**src/rtl/ddr_less_frame_deserializer.sv**
```systemverilog
// Serial frame deserializer: start | addr (MSB first) | data (MSB first) | [parity] | stop.
// Define FRAME_PARITY_EN to add an even-parity bit after the data field.
//
// state  | meaning
// IDLE   | waiting for a start bit (sda=1 on an enabled edge)
// SHIFT  | collecting ADDR_W+DATA_W address/data bits
// PARITY | capturing the parity bit (FRAME_PARITY_EN only)
// STOP   | checking the stop bit and publishing or rejecting the frame
module ddr_less_frame_deserializer #(
  parameter int DATA_W  = 32,
  parameter int ADDR_W  = 8,
  parameter int TIMEOUT = 255,
  parameter int CNT_W   = 16
) (
  input  logic              clk,
  input  logic              reset_n,
  input  logic              en,
  input  logic              sda,
  output logic [ADDR_W-1:0] addr_out,
  output logic [DATA_W-1:0] data_out,
  output logic              valid,
  output logic              frame_err,
  output logic              busy,
  output logic [CNT_W-1:0]  frame_cnt
);

  localparam int TOT  = ADDR_W + DATA_W;
  localparam int BC_W = $clog2(TOT + 1);
  localparam logic [BC_W-1:0] BC_LAST = BC_W'(TOT - 1);
  localparam logic [BC_W-1:0] BC_ONE  = BC_W'(1);
  localparam logic [15:0]     TO_LAST = 16'(TIMEOUT - 1);
  localparam logic [CNT_W-1:0] CNT_ONE = CNT_W'(1);

  typedef enum logic [1:0] {
    S_IDLE   = 2'd0,
    S_SHIFT  = 2'd1,
    S_PARITY = 2'd2,
    S_STOP   = 2'd3
  } state_t;

  state_t            state_q, state_d;
  logic [TOT-1:0]    shift_q, shift_d;
  logic [BC_W-1:0]   bit_cnt_q, bit_cnt_d;
  logic [15:0]       to_cnt_q, to_cnt_d;
  logic [ADDR_W-1:0] addr_q, addr_d;
  logic [DATA_W-1:0] data_q, data_d;
  logic [CNT_W-1:0]  cnt_q, cnt_d;
  logic              valid_q, valid_d;
  logic              err_q, err_d;
  logic              busy_q, busy_d;
  logic              par_err;

`ifdef FRAME_PARITY_EN
  logic par_q, par_d;
  // Even parity over address, data and the parity bit itself.
  assign par_err = ^{shift_q, par_q};
`else
  assign par_err = 1'b0;
`endif

  always_comb begin
    state_d   = state_q;
    shift_d   = shift_q;
    bit_cnt_d = bit_cnt_q;
    to_cnt_d  = to_cnt_q;
    addr_d    = addr_q;
    data_d    = data_q;
    cnt_d     = cnt_q;
    valid_d   = 1'b0;
    err_d     = 1'b0;
`ifdef FRAME_PARITY_EN
    par_d     = par_q;
`endif
    if (state_q == S_IDLE) begin
      to_cnt_d = '0;
      if (en && sda) begin
        state_d   = S_SHIFT;
        bit_cnt_d = '0;
      end
    end else if (!en) begin
      // Stalled mid-frame: everything holds except the stall counter.
      if (to_cnt_q == TO_LAST) begin
        err_d    = 1'b1;
        state_d  = S_IDLE;
        to_cnt_d = '0;
      end else begin
        to_cnt_d = to_cnt_q + 16'd1;
      end
    end else begin
      to_cnt_d = '0;
      case (state_q)
        S_SHIFT: begin
          shift_d   = {shift_q[TOT-2:0], sda};
          bit_cnt_d = bit_cnt_q + BC_ONE;
          if (bit_cnt_q == BC_LAST) begin
`ifdef FRAME_PARITY_EN
            state_d = S_PARITY;
`else
            state_d = S_STOP;
`endif
          end
        end
`ifdef FRAME_PARITY_EN
        S_PARITY: begin
          par_d   = sda;
          state_d = S_STOP;
        end
`endif
        S_STOP: begin
          state_d = S_IDLE;
          if (!sda && !par_err) begin
            valid_d = 1'b1;
            addr_d  = shift_q[TOT-1 -: ADDR_W];
            data_d  = shift_q[DATA_W-1:0];
            cnt_d   = cnt_q + CNT_ONE;
          end else begin
            err_d = 1'b1;
          end
        end
        default: state_d = S_IDLE;
      endcase
    end
    busy_d = (state_d != S_IDLE);
  end

  always_ff @(posedge clk or negedge reset_n) begin
    if (!reset_n) begin
      state_q   <= S_IDLE;
      shift_q   <= '0;
      bit_cnt_q <= '0;
      to_cnt_q  <= '0;
      addr_q    <= '0;
      data_q    <= '0;
      cnt_q     <= '0;
      valid_q   <= 1'b0;
      err_q     <= 1'b0;
      busy_q    <= 1'b0;
`ifdef FRAME_PARITY_EN
      par_q     <= 1'b0;
`endif
    end else begin
      state_q   <= state_d;
      shift_q   <= shift_d;
      bit_cnt_q <= bit_cnt_d;
      to_cnt_q  <= to_cnt_d;
      addr_q    <= addr_d;
      data_q    <= data_d;
      cnt_q     <= cnt_d;
      valid_q   <= valid_d;
      err_q     <= err_d;
      busy_q    <= busy_d;
`ifdef FRAME_PARITY_EN
      par_q     <= par_d;
`endif
    end
  end

  assign addr_out  = addr_q;
  assign data_out  = data_q;
  assign valid     = valid_q;
  assign frame_err = err_q;
  assign busy      = busy_q;
  assign frame_cnt = cnt_q;

endmodule
```
**config.mk**
```make
export PLATFORM = sky130hd
export DESIGN_NAME = ddr_less_frame_deserializer
export DESIGN_NICKNAME = d
export VERILOG_FILES = /design/src/rtl/ddr_less_frame_deserializer.sv
export SDC_FILE = /design/constraint.sdc
export NUM_CORES = 1
export LEC_CHECK = 0
export BUFFER_PORTS_ARGS = -buffer_cell sky130_fd_sc_hd__buf_2
export CAP_MARGIN = 25
export CORE_MARGIN = 4
export CORE_UTILIZATION = 39
export CTS_CLUSTER_SIZE = 24
export DETAILED_ROUTE_END_ITERATION = 8
export PLACE_DENSITY = 0.6
export RECOVER_POWER = 50
export SLEW_MARGIN = 20
export SYNTH_ARGS = -nofsm -noshare
export SYNTH_HDL_FRONTEND = slang
export SYNTH_SLANG_ARGS = --single-unit
export TNS_END_PERCENT = 10
```
**constraint.sdc**
```tcl
create_clock -name clk -period 1.3 [get_ports clk]
set_input_delay 0 -clock clk [delete_from_list [all_inputs] [get_ports clk]]
set_output_delay 0 -clock clk [all_outputs]
set_load 0.01 [all_outputs]
```
==> results.tsv, run 1 <==
metric	value	unit
status	finished with violations	
violations	setup timing	
postCtsSetupBuffers	0	
maxSlewViolCount	0	
path_clk_slew	60	ps
netlist_instances	523	
synth_ff_type	dfrtp_1	
wire_per_inst	12.6	um
clock_path_buffers	2	
fmaxAchievable	700	MHz
syn_area	0.00503	mm2
path_class	register to register	
tritoncts	yes	
worst_ep_arrival_time	1710	ps
maxSlewHeadroom	0.529	
dieArea	0.0148	mm2
synthToLayoutAreaGrowth	28.7	%
pin_count	63	
grt_pass1_wl	17900	um
multiInputGateArea	0.00183	mm2
routed_via_density	4.62	
dp_cells	776	
grt_pass1_vias	3787	
p_seq_frac	0.432	
setup_viol	22	
fin_ws	-128	ps
drv_cap	0	
die_w	122	um
die_y	122	um
yosys.cell_types.count	41	
fillerInstances	1160	
worst_pin_slew	707	ps
crit_start	to_cnt_q[0]	
gr-usage-all-layers	0.154	
power.total	10100	uW
first_pass_iters	6	
p_int	7780	uW
p_leak	0.00362	uW
vias	3752	
avgSynthCellArea	9.62	um2
antenna_cells	0	
timing.rr.start	to_cnt_q[0]	
crit_fanout	4	
synthArstFlopShare	1.00	
hold_class	primary input to register	
overflow	0	
rsz0062_at_grt	true	
start_util	0.399	
core	0.0126	mm2
clock_skew	5.83	ps
fin_cells	812	
p_sw	2330	uW
wl	10200	um
post-place-ws	-151	ps
antenna_left	0	
portBuffers	62	
comb_power_share	0.066	
powerDensity	1560	mW/mm2
grt_max_degree	43	
globalplace.congestion	0.771	
dp_hpwl	6780	um
antenna_found_initial	1	
hp-start	en	
cts_root_buffer	clkbuf_16	
clkLatencyLatePin	410	ps
synth-seq-area-share	0.612	
drive_above_1_share	0.238	
drtIter0Drc	234	
ir_worst_vdd	0.000964	V
end_kind	register	
rows	41	
h-tree-depth	4	
synthesis.nets	531	
finalHoldViolations	0	
clock_sinks	123	
switching_share	0.230	
yosys_warnings	0	
setup_tns	-1600	ps
post-route-period-util	1.10	
cts_buffers	17	
cp.required	1590	ps
p_clk_frac	0.502	
nNetsFinal	635	
synth.ff_latch_count	123	
min_period	1430	ps
synth_edf_count	0	
post-route-util	0.513	
drc	0	
ff_latch_area	0.00308	mm2
startpoint_type	register	
==> cell type report <==
type,instances,share of cell area
Tap cell,172,0.0332
Clock buffer,17,0.0657
Multi-Input combinational cell,372,0.283
Sequential cell,123,0.475
Clock inverter,15,0.0344
Inverter,4,0.00270
Timing Repair Buffer,109,0.106
==> synth_stat cells, types with 3 or more instances <==
cell | n | area share
nand4_1 | 12 | 0.015
ha_1 | 4 | 0.0099
nand3_1 | 6 | 0.0060
dfrtp_1 | 123 | 0.61
and4_1 | 5 | 0.0087
xor2_1 | 19 | 0.033
buf_2 | 9 | 0.0090
nand2_1 | 256 | 0.19
nor2_1 | 26 | 0.019
inv_1 | 3 | 0.0022
xnor2_1 | 13 | 0.023
clkbuf_1 | 11 | 0.0082
and3_1 | 8 | 0.0099
==> path summary, 6_finish.rpt <==
check | to | slack (ps) | cells after the start
min reg2reg | data_out[21] | 470 | 2
min in group asynchronous | frame_cnt[11] | 180 | 2
min | state_q[0] | 40 | 3
max | state_q[0] | -130 | 6
max in group asynchronous | data_out[26] | 210 | 3
max reg2reg | state_q[0] | -130 | 6
==> metrics by stage <==
stage | area, um2 | hold slack (ps)
after floorplan | 5030 | -296
after global placement | 5800 | -39.5
after detailed placement | 5800 | -32.1
after CTS | 6510 | 9.62
after global routing | 6480 | 47.8
final | 6480 | 39.2
==> power by group through the flow <==
stage	Sequential, uW	Combinational [uW]	Clock [uW]
floorplan	4380	442	0
global placement	4420	648	0
detailed placement	4430	671	0
CTS	4370	693	5190
global route	4420	782	5370
finish	4370	664	5080
==> placed cells by master (no fill, tap or decap), types with 5 or more instances in the layout <==
master	count
and3_1	7
buf_2	57
buf_4	37
bufinv_16	5
clkbuf_16	17
dfrtp_1	123
nand2_1	256
nand3_1	6
nand4_1	12
nor2_1	24
xnor2_1	13
xor2_1	19
==> critical path, stage by stage, from the launching register on <==
cell	delay, ps
dfrtp_1	400
inv_1	70
ha_1	130
and4b_1	170
and4_4	240
nor2_2	40
a211o_1	260
==> state kept, by name (all words and copies together) (netlist names) <==
signal	flops
shift_q	40
data_out	32
frame_cnt	16
to_cnt_q	16
addr_out	8
bit_cnt_q	6
state_q	2
busy	1
frame_err	1
valid	1
==> per-layer routing <==
metal  part of all wire  GRT usage
met1               0.46      0.199
met2               0.48      0.241
met3              0.053     0.0571
met4              0.011     0.0511
met5            0.00068          0
==> cells by family after synthesis <==
kind of cell | count (synthesis) | share of synthesized area
xor gates and xnor gates | 32 | 0.0557
and+or+nand+nor | 329 | 0.281
AOI/OAI and AO/OA | 5 | 0.00721
buffers and inverters | 29 | 0.0318
DFF | 123 | 0.612
adders and majority gates | 4 | 0.00995
muxes | 1 | 0.00224
==> what timing repair did <==
item	CTS	global route
gates cloned	1	0
pin swaps	9	1
resized for setup	6	6
hold buffers	3	0
hold endpoints to repair	125	0
setup endpoints to repair	23	115
(Power assumes the default switching activity.)
==> run 2, diff against run 1 <==
- CORE_ASPECT_RATIO: unset -> 0.9
==> results.tsv, run 2 (same netlist as run 1, synthesis figures left out) <==
metric	value	unit	change
end_kind	register		
portBuffers	62		unchanged
holdPathStages	3		unchanged
largest_register_ff_count	40		unchanged
grt_max_degree	50		+16%
dp_cells	765		-1.4%
maxSlewHeadroom	0.556		+0.0273
finalHoldViolations	0		unchanged
crit_start	to_cnt_q[0]		
drv_cap	0		unchanged
drtIter0Drc	257		+9.8%
cts_root_buffer	clkbuf_16		
post-route-period-util	1.09		-0.00333
clkLatencyLatePin	410	ps	about the same
start_util	0.398		-0.000592
h-tree-depth	4		unchanged
cp_slowest_cell	dfrtp_1		
hp-start	en		
tritoncts	yes		
drc	0		unchanged
dieArea	0.0148	mm2	about the same
ir_worst_vdd	0.00103	V	+6.7%
antenna_cells	0		unchanged
status	finished with violations		
post-place-ws	-127	ps	+24.4 ps
crit_fanout	4		unchanged
rsz0062_at_grt	true		
grt_pass1_vias	3738		-1.3%
violations	setup timing		
die_y	116	um	-4.8%
rows	39		-4.9%
drive_above_1_share	0.224		-0.0130
postCtsSetupBuffers	0		unchanged
max_stage_delay	400	ps	about the same
fmaxAchievable	703	MHz	+0.30%
path_class	register to register		
globalplace.congestion	0.776		+0.61%
cp.required	1590	ps	about the same
startpoint_type	register		
routed_via_density	4.69		+1.4%
vias	3754		+0.053%
final_common_cell	nand2_1		
clock_sinks	123		unchanged
critPathBufInv	1		unchanged
regMostFlops	shift_q		
timing.rr.start	to_cnt_q[0]		
synthToLayoutAreaGrowth	27.3	%	
hold_class	primary input to register		
core	0.0126	mm2	+0.15%
critPathTopFamily	simple AND/OR/NAND/NOR gates		
path_clk_slew	50	ps	about the same
grt_pass1_wl	17400	um	-2.6%
r2r-end	state_q[0]		
setup_viol	24		+9.1%
min_period	1420	ps	-4.33 ps
holdWs	51.8	ps	+12.7 ps
worst_ep_arrival_time	1710	ps	about the same
min_to	state_q[0]		
antenna_left	0		unchanged
p_leak	0.00360	uW	-0.33%
maxSlewViolCount	0		unchanged
die_w	128	um	+5.1%
wire_per_inst	12.5	um	-0.91%
ff2ff_path_depth	6		unchanged
pin_count	63		unchanged
gr-usage-all-layers	0.147		-0.00723
worst_pin_slew	666	ps	-41.0 ps
clock_path_buffers	2		unchanged
first_pass_iters	4		-2
fin_cells	801		-1.4%
powerDensity	1530	mW/mm2	-2.1%
power.total	9790	uW	-3.2%
dp_hpwl	6620	um	-2.4%
most-common-layout-cells	nand2_1, dfrtp_1, buf_2		
r2r_slack	-120	ps	about the same
nNetsFinal	632		-0.47%
cts_buffers	17		unchanged
fillerInstances	1168		+0.69%
wl	10000	um	-2.3%
antenna_found_initial	0		-1
clock_skew	5.47	ps	-0.360 ps
overflow	0		unchanged
post-route-util	0.507		-0.00660
path_cells	inv_1 -> ha_1 -> and4b_1 -> and4_4 -> nor2_2 -> a211o_1		
fin_ws	-123	ps	+4.33 ps
## run 2: worst max-delay path by stage
stage | cells past startpoint | slack, ps | to
global placement | 6 | -100 | state_q[0]
detailed placement | 6 | -130 | to_cnt_q[7]
CTS | 6 | -110 | state_q[0]
finish | 6 | -120 | state_q[0]
global route | 6 | -190 | state_q[0]
floorplan | 8 | -140 | busy
## run 2: tightest hold or removal path: cells and delay by family
| family | cells | cell delay, ps |
|---|---|---|
| AOI/OAI and AO/OA | 1 | 140 |
| and+or+nand+nor | 1 | 130 |
| buffers and inverters | 1 | 150 |
## run 2: per-stage QoR
step | area [um2] | TNS (ps)
6_report | 6400 | -1440
3_3_place_gp | 5760 | -1700
4_1_cts | 6410 | -1420
3_5_place_dp | 5760 | -2310
2_1_floorplan | 5030 | -1690
5_1_grt | 6400 | -4730
## run 2: area by class of cell
class,count,area (um2),share of cell area
clock inverter,7,113,0.0176
inverter,4,17.5,0.00274
sequential,123,3080,0.481
clock buffer,25,485,0.0758
tap,164,205,0.0320
multi-input combinational,372,1820,0.284
timing repair buffer,106,689,0.108
## run 2: repair_timing
action,in CTS,in global routing
pin swaps,13,0
setup endpoints to repair,27,103
endpoints found under the hold margin,125,0
resized for setup,4,4
gates cloned,1,0
hold buffers,3,0
## run 2: where the power goes
part	internal, uW	total (uW)	switching [uW]
Sequential	4130	4370	239
Combinational	269	680	411
Clock	3160	4730	1580
Total	7560	9790	2230
## run 2: per-layer routing
| metal | global-route usage | part of all wire |
|---|---|---|
| met5 | 0 | 0 |
| met4 | 0.0552 | 0.014 |
| met3 | 0.0461 | 0.053 |
| met2 | 0.221 | 0.44 |
| met1 | 0.201 | 0.49 |
==> run 3, diff against run 2 <==
- MAX_ROUTING_LAYER: unset -> met4
==> results.tsv, run 3 (same netlist as run 1, synthesis figures left out) <==
metric	value	unit	change
status	finished with violations		
violations	setup timing		
crit_start	to_cnt_q[0]		
switching_share	0.228		about the same
grt_max_degree	50		unchanged
clock_sinks	123		unchanged
fmaxAchievable	701	MHz	-0.19%
core	0.0126	mm2	unchanged
ff_latch_area	0.00308	mm2	unchanged
tritoncts	yes		
critPathCapture	state_q[0]		
overflow	0		unchanged
portBuffers	62		unchanged
drtIter0Drc	253		-1.6%
placed_area	0.00576	mm2	unchanged
end_kind	register		
fin_ws	-126	ps	-2.76 ps
rows	39		unchanged
most-common-layout-cells	nand2_1, dfrtp_1, buf_2		
drv_cap	0		unchanged
rsz0062_at_grt	true		
antenna_found_initial	0		unchanged
maxSlewViolCount	0		unchanged
startpoint_type	register		
pin_count	63		unchanged
path_class	register to register		
r2r-end	state_q[0]		
antenna_cells	0		unchanged
nNetsFinal	632		unchanged
maxSlewHeadroom	0.552		-0.00419
antenna_left	0		unchanged
cts_buffers	17		unchanged
power.total	9790	uW	about the same
dieArea	0.0148	mm2	unchanged
dp_cells	765		unchanged
drc	0		unchanged
timing.rr.start	to_cnt_q[0]		
crit_fanout	4		unchanged
post-route-period-util	1.10		+0.00212
start_util	0.398		unchanged
globalplace.congestion	0.787		+1.4%
cp.required	1590	ps	about the same
finalHoldViolations	0		unchanged
p_leak	0.00360	uW	unchanged
regMostFlops	shift_q		
worst_ep_arrival_time	1720	ps	about the same
setup_viol	24		unchanged
largest_register_ff_count	40		unchanged
vias	3746		-0.21%
comb_power_share	0.069		about the same
first_pass_iters	4		unchanged
dp_hpwl	6620	um	unchanged
r2r_slack	-130	ps	about the same
hold_class	primary input to register		
final_common_cell	nand2_1		
grt_pass1_vias	3743		+0.13%
fillerInstances	1168		unchanged
post-place-ws	-127	ps	unchanged
p_sw	2230	uW	+0.12%
p_clk_frac	0.484		about the same
path_clk_slew	50	ps	about the same
wl	10000	um	about the same
cts_root_buffer	clkbuf_16		
worst_pin_slew	672	ps	+6.28 ps
fin_area	0.00640	mm2	unchanged
p_int	7560	uW	about the same
routed_via_density	4.68		-0.21%
multiInputGateArea	0.00182	mm2	unchanged
setup_tns	-1390	ps	+42.2 ps
p_seq_frac	0.447		about the same
clock_path_buffers	2		unchanged
die_y	116	um	unchanged
gr-usage-all-layers	0.152		+0.00510
clock_skew	5.48	ps	+0.00843 ps
clkLatencyLatePin	410	ps	about the same
powerDensity	1530	mW/mm2	about the same
min_period	1430	ps	+2.76 ps
ir_worst_vdd	0.00103	V	+0.26%
wire_per_inst	12.5	um	about the same
h-tree-depth	4		unchanged
fin_cells	801		unchanged
drive_above_1_share	0.224		unchanged
ff2ff_path_depth	6		unchanged
postCtsSetupBuffers	0		unchanged
synthToLayoutAreaGrowth	27.3	%	unchanged
die_w	128	um	unchanged
grt_pass1_wl	17400	um	about the same
## run 3: cell counts in the layout (fill, tap and decap cells not counted)
No cell type changed its count.
## run 3: area by class of cell
cell class                      count  share of cell area
Timing Repair Buffer              106               0.108
Inverter                            4             0.00274
Multi-Input combinational cell    372               0.284
Tap cell                          164              0.0320
Clock inverter                      7              0.0176
Sequential cell                   123               0.481
Clock buffer                       25              0.0758
## run 3: repair_timing
item / CTS / global route
endpoints found under the hold margin: 125 / 0
resized for setup: 4 / 4
hold buffers: 3 / 0
endpoints found under the setup margin: 27 / 107
gates cloned: 1 / 0
pin swaps: 13 / 0
## run 3: how the worst min path moves through the flow
stage | start | cells after the start | endpoint
after detailed placement | reset_n | 1 | frame_cnt[5]
after CTS | en | 3 | state_q[0]
final | en | 3 | state_q[0]
after global placement | reset_n | 1 | frame_cnt[15]
after global routing | en | 3 | state_q[0]
after floorplan | reset_n | 0 | addr_out[0]
## run 3: critical path, stage by stage, from the launching register on
cell and delay (ps):
dfrtp_1 400, inv_1 60, ha_1 130, and4b_1 180, and4_4 240, nor2_2 50, a211o_1 260
## run 3: power groups by stage
stage               Combinational (uW)  Sequential [uW]  Clock (uW)
detailed placement                 678             4430           0
floorplan                          442             4380           0
CTS                                699             4370        4850
global route                       806             4410        5020
finish                             679             4370        4740
global placement                   654             4420           0
## run 3: per-stage QoR
step	hold WS [ps]	utilization
6_report	50.2	0.507
5_1_grt	68.9	0.507
4_1_cts	21.1	0.508
3_5_place_dp	-52.3	0.456
3_3_place_gp	-53.7	0.456
2_1_floorplan	-296	-
## run 3: per-layer routing
metal  share of wire  vias to the layer above  GRT usage
met5               0                        -          -
met4           0.015                        0     0.0552
met3           0.051                       12     0.0465
met2            0.44                       69      0.220
met1            0.50                     1808      0.203
li1                -                     1857          -
